==> src/rtl/mgt_reset_sequencer_tmr.sv <==
// Reset/bring-up sequencer for a shared TX PLL and NUM_LINKS transmitters, clock_40 domain.
// Define MGT_RESET_SEQ_TMR_EN to triplicate all state with bitwise majority voting.
module mgt_reset_sequencer_tmr #(
   parameter int NUM_LINKS        = 4,
   parameter int PLL_RESET_CYCLES = 16,
   parameter int LOCK_TIMEOUT     = 4000,
   parameter int MGT_RESET_CYCLES = 8,
   parameter int REALIGN_CYCLES   = 4,
   parameter int ALLOW_RETRY      = 1
) (
   input  logic                 clock_40,
   input  logic                 reset_n_i,
   input  logic                 mgt_startup_done_i,
   input  logic                 pll_lock_i,
   input  logic [NUM_LINKS-1:0] tx_reset_done_i,
   input  logic                 ext_pll_reset_i,
   input  logic [NUM_LINKS-1:0] ext_mgt_reset_i,
   input  logic                 ext_txpowerdown_i,
   input  logic [1:0]           ext_txpowerdown_mode_i,
   input  logic                 force_not_ready_i,
   output logic                 pll_reset_o,
   output logic [NUM_LINKS-1:0] mgt_reset_o,
   output logic                 txreset_o,
   output logic                 mgt_realign_o,
   output logic                 txpowerdown_o,
   output logic [1:0]           txpowerdown_mode_o,
   output logic [NUM_LINKS-1:0] ready_o,
   output logic                 all_ready_o,
   output logic [7:0]           retry_count_o,
   output logic                 fail_o,
   output logic [2:0]           state_o,
   output logic                 tmr_err_o
);

   localparam int MAX_A = (PLL_RESET_CYCLES > LOCK_TIMEOUT) ? PLL_RESET_CYCLES : LOCK_TIMEOUT;
   localparam int MAX_B = (MGT_RESET_CYCLES > REALIGN_CYCLES) ? MGT_RESET_CYCLES : REALIGN_CYCLES;
   localparam int CW    = $clog2(((MAX_A > MAX_B) ? MAX_A : MAX_B) + 1);
   localparam int SW    = $clog2(MGT_RESET_CYCLES + 1);

   typedef enum logic [2:0] {
      WAIT_STARTUP = 3'd0,
      PLL_RESET    = 3'd1,
      WAIT_LOCK    = 3'd2,
      MGT_RESET    = 3'd3,
      WAIT_DONE    = 3'd4,
      REALIGN      = 3'd5,
      READY        = 3'd6,
      FAIL         = 3'd7
   } state_e;

   // Every bit of state lives in one packed record so it can be replicated and voted as a whole.
   typedef struct packed {
      logic [2:0]                    state;
      logic [CW-1:0]                 cnt;
      logic [7:0]                    retry;
      logic                          ext_pll;
      logic [NUM_LINKS-1:0]          ext_mgt;
      logic [NUM_LINKS-1:0][SW-1:0]  stretch;
      logic [NUM_LINKS-1:0]          ready;
      logic                          pd;
      logic [1:0]                    pd_mode;
   } regs_t;

   localparam int RW = $bits(regs_t);
`ifdef MGT_RESET_SEQ_TMR_EN
   localparam int NCOPY = 3;
`else
   localparam int NCOPY = 1;
`endif

   (* dont_touch = "true" *) regs_t regs_q [NCOPY];
   regs_t                regs_d;
   regs_t                voted;
   logic                 pll_edge;
   logic [NUM_LINKS-1:0] mgt_edge;
   logic                 timeout;
   logic                 go_pll;
   logic [7:0]           retry_inc;
   logic                 hold_mgt;

`ifdef MGT_RESET_SEQ_TMR_EN
   (* dont_touch = "true" *) logic [RW-1:0] voted_bits;
   logic [RW-1:0] copy_a, copy_b, copy_c;
   logic          disagree;
   logic          tmr_err_q;

   assign copy_a = regs_q[0];
   assign copy_b = regs_q[1];
   assign copy_c = regs_q[2];

   generate
      for (genvar gi = 0; gi < RW; gi++) begin : g_vote
         assign voted_bits[gi] = (copy_a[gi] & copy_b[gi]) | (copy_a[gi] & copy_c[gi]) |
                                 (copy_b[gi] & copy_c[gi]);
      end
   endgenerate

   assign disagree = |((copy_a ^ copy_b) | (copy_a ^ copy_c));

   always_ff @(posedge clock_40 or negedge reset_n_i) begin
      if (!reset_n_i) tmr_err_q <= 1'b0;
      else            tmr_err_q <= disagree;
   end
   assign tmr_err_o = tmr_err_q;
`else
   logic [RW-1:0] voted_bits;
   assign voted_bits = regs_q[0];
   assign tmr_err_o  = 1'b0;
`endif

   assign voted = regs_t'(voted_bits);

   // All copies load the same next state computed from the vote, so an upset copy heals in one clock.
   always_ff @(posedge clock_40 or negedge reset_n_i) begin
      if (!reset_n_i) begin
         for (int c = 0; c < NCOPY; c++) regs_q[c] <= '0;
      end else begin
         for (int c = 0; c < NCOPY; c++) regs_q[c] <= regs_d;
      end
   end

   assign pll_edge  = ext_pll_reset_i & ~voted.ext_pll;
   assign mgt_edge  = ext_mgt_reset_i & ~voted.ext_mgt;
   assign timeout   = (voted.cnt == CW'(LOCK_TIMEOUT - 1));
   assign retry_inc = (voted.retry == 8'hFF) ? 8'hFF : voted.retry + 8'd1;

   always_comb begin
      regs_d         = voted;
      go_pll         = 1'b0;
      regs_d.ext_pll = ext_pll_reset_i;
      regs_d.ext_mgt = ext_mgt_reset_i;
      regs_d.pd      = ext_txpowerdown_i;
      regs_d.pd_mode = ext_txpowerdown_mode_i;
      for (int i = 0; i < NUM_LINKS; i++) begin
         if (voted.stretch[i] != '0) regs_d.stretch[i] = voted.stretch[i] - 1'b1;
         regs_d.ready[i] = (voted.state == READY) & tx_reset_done_i[i] &
                           (voted.stretch[i] == '0) & ~force_not_ready_i;
      end
      case (voted.state)
         WAIT_STARTUP: if (mgt_startup_done_i) go_pll = 1'b1;
         PLL_RESET: begin
            if (voted.cnt == CW'(PLL_RESET_CYCLES - 1)) begin
               regs_d.state = WAIT_LOCK;
               regs_d.cnt   = '0;
            end else regs_d.cnt = voted.cnt + 1'b1;
         end
         WAIT_LOCK: begin
            if (pll_lock_i) begin
               regs_d.state = MGT_RESET;
               regs_d.cnt   = '0;
            end else if (timeout) begin
               if (ALLOW_RETRY != 0) begin
                  regs_d.retry = retry_inc;
                  go_pll       = 1'b1;
               end else begin
                  regs_d.state = FAIL;
                  regs_d.cnt   = '0;
               end
            end else regs_d.cnt = voted.cnt + 1'b1;
         end
         MGT_RESET: begin
            if (voted.cnt == CW'(MGT_RESET_CYCLES - 1)) begin
               regs_d.state = WAIT_DONE;
               regs_d.cnt   = '0;
            end else regs_d.cnt = voted.cnt + 1'b1;
         end
         WAIT_DONE: begin
            // Any low lock level here (not only a fresh falling edge) means the PLL is gone.
            if (!pll_lock_i) go_pll = 1'b1;
            else if (&tx_reset_done_i) begin
               regs_d.state = REALIGN;
               regs_d.cnt   = '0;
            end else if (timeout) begin
               if (ALLOW_RETRY != 0) begin
                  regs_d.retry = retry_inc;
                  go_pll       = 1'b1;
               end else begin
                  regs_d.state = FAIL;
                  regs_d.cnt   = '0;
               end
            end else regs_d.cnt = voted.cnt + 1'b1;
         end
         REALIGN: begin
            if (voted.cnt == CW'(REALIGN_CYCLES - 1)) begin
               regs_d.state = READY;
               regs_d.cnt   = '0;
            end else regs_d.cnt = voted.cnt + 1'b1;
         end
         READY: begin
            if (!pll_lock_i) begin
               regs_d.retry = retry_inc;
               go_pll       = 1'b1;
            end else begin
               for (int i = 0; i < NUM_LINKS; i++)
                  if (mgt_edge[i]) regs_d.stretch[i] = SW'(MGT_RESET_CYCLES);
            end
         end
         default: ;
      endcase
      // A software restart overrides everything else and leaves the retry count alone.
      if (pll_edge && (voted.state != WAIT_STARTUP)) begin
         go_pll       = 1'b1;
         regs_d.retry = voted.retry;
      end
      if (go_pll) begin
         regs_d.state   = PLL_RESET;
         regs_d.cnt     = '0;
         regs_d.stretch = '0;
      end
   end

   assign hold_mgt = (voted.state == WAIT_STARTUP) || (voted.state == MGT_RESET);

   generate
      for (genvar gi = 0; gi < NUM_LINKS; gi++) begin : g_link
         assign mgt_reset_o[gi] = hold_mgt | (voted.stretch[gi] != '0);
      end
   endgenerate

   assign pll_reset_o        = (voted.state == WAIT_STARTUP) || (voted.state == PLL_RESET) ||
                               (voted.state == FAIL);
   assign txreset_o          = hold_mgt;
   assign mgt_realign_o      = (voted.state == REALIGN);
   assign txpowerdown_o      = voted.pd;
   assign txpowerdown_mode_o = voted.pd_mode;
   assign ready_o            = voted.ready;
   assign all_ready_o        = &voted.ready;
   assign retry_count_o      = voted.retry;
   assign fail_o             = (voted.state == FAIL);
   assign state_o            = voted.state;

endmodule
==> config.mk <==
export PLATFORM = sky130hd
export DESIGN_NAME = mgt_reset_sequencer_tmr
export DESIGN_NICKNAME = d
export VERILOG_FILES = /design/src/rtl/mgt_reset_sequencer_tmr.sv
export SDC_FILE = /design/constraint.sdc
export NUM_CORES = 1
export LEC_CHECK = 0
export BUFFER_PORTS_ARGS = -buffer_cell sky130_fd_sc_hd__buf_4
export CAP_MARGIN = 5
export CORE_MARGIN = 4
export CORE_UTILIZATION = 63
export CTS_BUF_LIST = sky130_fd_sc_hd__clkbuf_4 sky130_fd_sc_hd__clkbuf_8
export DETAILED_ROUTE_END_ITERATION = 10
export GPL_ROUTABILITY_DRIVEN = 0
export GPL_TIMING_DRIVEN = 0
export HOLD_SLACK_MARGIN = 0.02
export PLACE_DENSITY = 0.87
export SETUP_SLACK_MARGIN = 0.3
export SLEW_MARGIN = 20
export SYNTH_ARGS = -nofsm -noshare
export SYNTH_HDL_FRONTEND = slang
export SYNTH_SLANG_ARGS = --single-unit
==> constraint.sdc <==
create_clock -name clock_40 -period 4.26 [get_ports clock_40]
set_input_delay 0.639 -clock clock_40 [delete_from_list [all_inputs] [get_ports clock_40]]
set_output_delay 0.639 -clock clock_40 [all_outputs]
set_load 0.03 [all_outputs]
==> results by group <==
Flow run
  • Max Cap Violations: 0

Hold path
  • Worst min-delay path category: input pin to asynchronous set/reset pin

Worst setup path
  • Critical path class: flop to output port
  • Worst endpoint data arrival time: 1.95 ns
  • CP cell instances: inv_1, ha_1, nor3b_1, nand2_1, buf_4
  • Worst Path Buf+Inv: 2
  • Worst r2r path cells: 7
  • CP top delay family: simple AND/OR/NAND/NOR gates
  • CP max stage delay: 0.66 ns
  • Crit start category: flop
  • CP max FO: 5
  • RR Startpoint: state_o[1]$_DFFE_PN0P_
  • R2R Path End: regs_q[46]$_DFFE_PN0P_
  • Slowest cell on crit path: nor3b_1
  • Critical Path RT: between 3 and 4 ns
  • Register-to-register setup slack: approximately 1.8 ns
  • Crit end category: output port

Timing
  • Final setup vio count: 0
  • Hold WS: around 0.35 ns
  • Final setup margin: 1.67 ns
  • Worst slew pin tran: roughly 0.78 ns
  • Final Critical Period: 2.59 ns
  • Max Slew Vio Count: 0
  • Setup TNS Final: 0 ns
  • Top achievable clock speed: roughly 0.39 GHz
  • Tcrit/Tclk final: approximately 61%
  • Final Skew: ~0.008 ns
  • Final Hold Fails: 0
  • Relative slew margins: 48.1%
  • RSZ-0062 raised after global routing: false

Floorplanning
  • Die height: around 75 um
  • Die ar.: roughly 5700 um^2
  • CORE AREA: 4380 um^2
  • Core Rows: 24
  • Num ports: 45
  • Initial core utilization: 65.4%
  • Die width: 75.5 um

Clock network
  • Clk_lat worst skew: between 0.3 and 0.4 ns
  • Clk sinks: about 50
  • Post-CTS setup buffers: 0
  • CTS H-Tree Depth: 2
  • Worst-path clk slew: 0.09 ns
  • Cts repair resizes: 0
  • Cts bufs inserted: 5
  • CTS tree: built
  • Post-CTS Hold Buffers: 0
  • Root Driver: clkbuf_8
  • CTS max path bufs: 2

Layout
  • Synth-to-Final Area Change: 17.0%
  • Final Cell Area: about 3400 um^2
  • Reg area: 1280 um^2
  • Final antenna diode count: 0
  • Layout cells sized above 1: 23.8%
  • Area taken by multi-input logic gates: around 1400 um^2
  • Layout fillers: between 300 and 400
  • Net count, final: 383

Run status
  • Status: complete, no violations

Logic synthesis
  • FFs w/ async S/R, synth: 100%
  • Sequential share of the synthesized area: about 45%
  • Cell count after synthesis: between 300 and 400
  • Synth Cell Area: about 2900 um^2
  • Top FF cell, synth: dfrtp_1
  • Share of the synthesized area in the top cell type: between 40 and 50%
  • Compound-Gate Fraction of Synth Area: between 10% and 20%
  • EDFF count, synth: 0
  • Mux contribution to synthesized area: about 1.9%
  • YS warnings: 0
  • Synth Area in Simple Gates: ~26%
  • Largest family of logic cells by synthesized area: simple AND/OR/NAND/NOR gates
  • Top post-synthesis cells by area: dfrtp_1, buf_4, a21oi_1
  • Synth Area per Inst: between 9 and 10 um^2
  • FF+latch count, synth: between 50 and 60
  • Top-count cell post-synth: dfrtp_1
  • Net count after synthesis: roughly 330
  • Synth Area in XOR/XNOR: under 10%
  • Top post-synthesis cells by count: dfrtp_1, nand2_1, nor2_1
  • Post-Synth Adder-Cell Area: roughly 2.6%
  • Synth cell types: 52
  • Yosys top cell by area: dfrtp_1

Power and ir drop
  • Tot Pwr: 0.00212 W
  • Worst VDD drop: ~0.4 mV
  • PwrDens: 632 nW/um^2
  • Pleak: about 1.6 nW

Global routing
  • Vias in the first global route: approximately 2200
  • Antenna violations before repair: 0
  • Largest net degree at the start of global routing: between 50 and 60
  • Tot GR Track Use: roughly 23%
  • Overflow after GRT: 0
  • First-pass GRT wire length: around 10000 um

Route
  • Drt initial violations: around 150
  • Iteration count of the initial detailed-routing pass: 6
  • Final WL: slightly above 6000 um
  • Via density: between 5 and 6
  • DRC violations left: 0
  • Post-route ant nets: 0
  • Via Count: between 2000 and 2500
  • Routed length per placed instance: around 15 um

Placed design
  • Post-DP HPWL: 4450 um
  • PortBufs: 43
  • Pre-CTS setup slack: about 1.8 ns
  • Placed Instance Area: 3250 um^2
[final cells by class]
class | count | share of cell area [%]
plain buffers | 26 | 5.45
flip-flops and latches | 51 | 38.1
multi-input cells | 220 | 40.5
clock inverters | 1 | 0.261
repair buffers | 43 | 9.63
clock buffers | 7 | 2.69
well taps | 52 | 1.94
inverters | 13 | 1.46
[worst reg2reg max path: cells and delay by family (launching register included)]
family	cells	cell delay, ns
buf+inv	1	0.27
compound gates	3	0.65
flops	1	0.48
simple gates	3	0.98
[where the power goes]
group | leakage (nW) | internal, W | switching, W
clock network | 0.0519 | 0.000140 | 0.000157
registers | 0.668 | 0.000590 | 0.0000928
logic | 0.921 | 0.000446 | 0.000694
total | 1.64 | 0.00118 | 0.000944
[logic make-up after synthesis]
group	after synthesis
buf+inv	39
flops	51
compound gates	63
xor+xnor	6
fa+ha+maj	6
simple gates	139
mux	5
other cells	1
[per-layer routing]
metal	vias to the layer above	global-route usage (%)	part of all wire, %
met5	-	0	0
met4	0	6.60	1.3
met3	11	3.96	7.1
met2	95	37.6	48
met1	1163	30.4	44
li1	1200	-	-
[metrics by stage]
stage	util (%)	cells
5_1_grt	76.5	413
3_5_place_dp	74.2	405
4_1_cts	76.5	413
3_3_place_gp	74.2	405
2_1_floorplan	-	310
6_report	76.5	413
[worst max-delay path by stage]
stage,from,to,slack [ns],depth (start not counted)
4_1_cts,regs_q[15]$_DFF_PN0_,mgt_reset_o[2],1.69,5
3_5_place_dp,tx_reset_done_i[2],regs_q[46]$_DFFE_PN0P_,1.80,7
2_1_floorplan,state_o[1]$_DFFE_PN0P_,pll_reset_o,2.04,3
3_3_place_gp,tx_reset_done_i[2],regs_q[46]$_DFFE_PN0P_,1.84,7
5_1_grt,regs_q[11]$_DFF_PN0_,mgt_reset_o[1],1.56,5
6_report,regs_q[15]$_DFF_PN0_,mgt_reset_o[2],1.67,5
[placed cells by master (no fill, tap or decap), drive strengths merged, types with 6 or more instances in the layout]
cell type  instances
buf               66
dfrtp             51
nand2             29
nor2              26
a21oi             22
nor3              15
inv               13
clkbuf            10
nand4              9
and3               9
or3                8
o21ai              8
nand3b             7
nand2b             6
nor2b              6
xnor2              6
nand3              6
ha                 6
[flip-flops by register name, indices dropped and copies added (netlist names)]
signal,flops
ready_o,4
regs_q,33
retry_count_o,8
state_o,3
txpowerdown_mode_o,2
txpowerdown_o,1
Note: power is estimated with default switching activity, not from simulation.
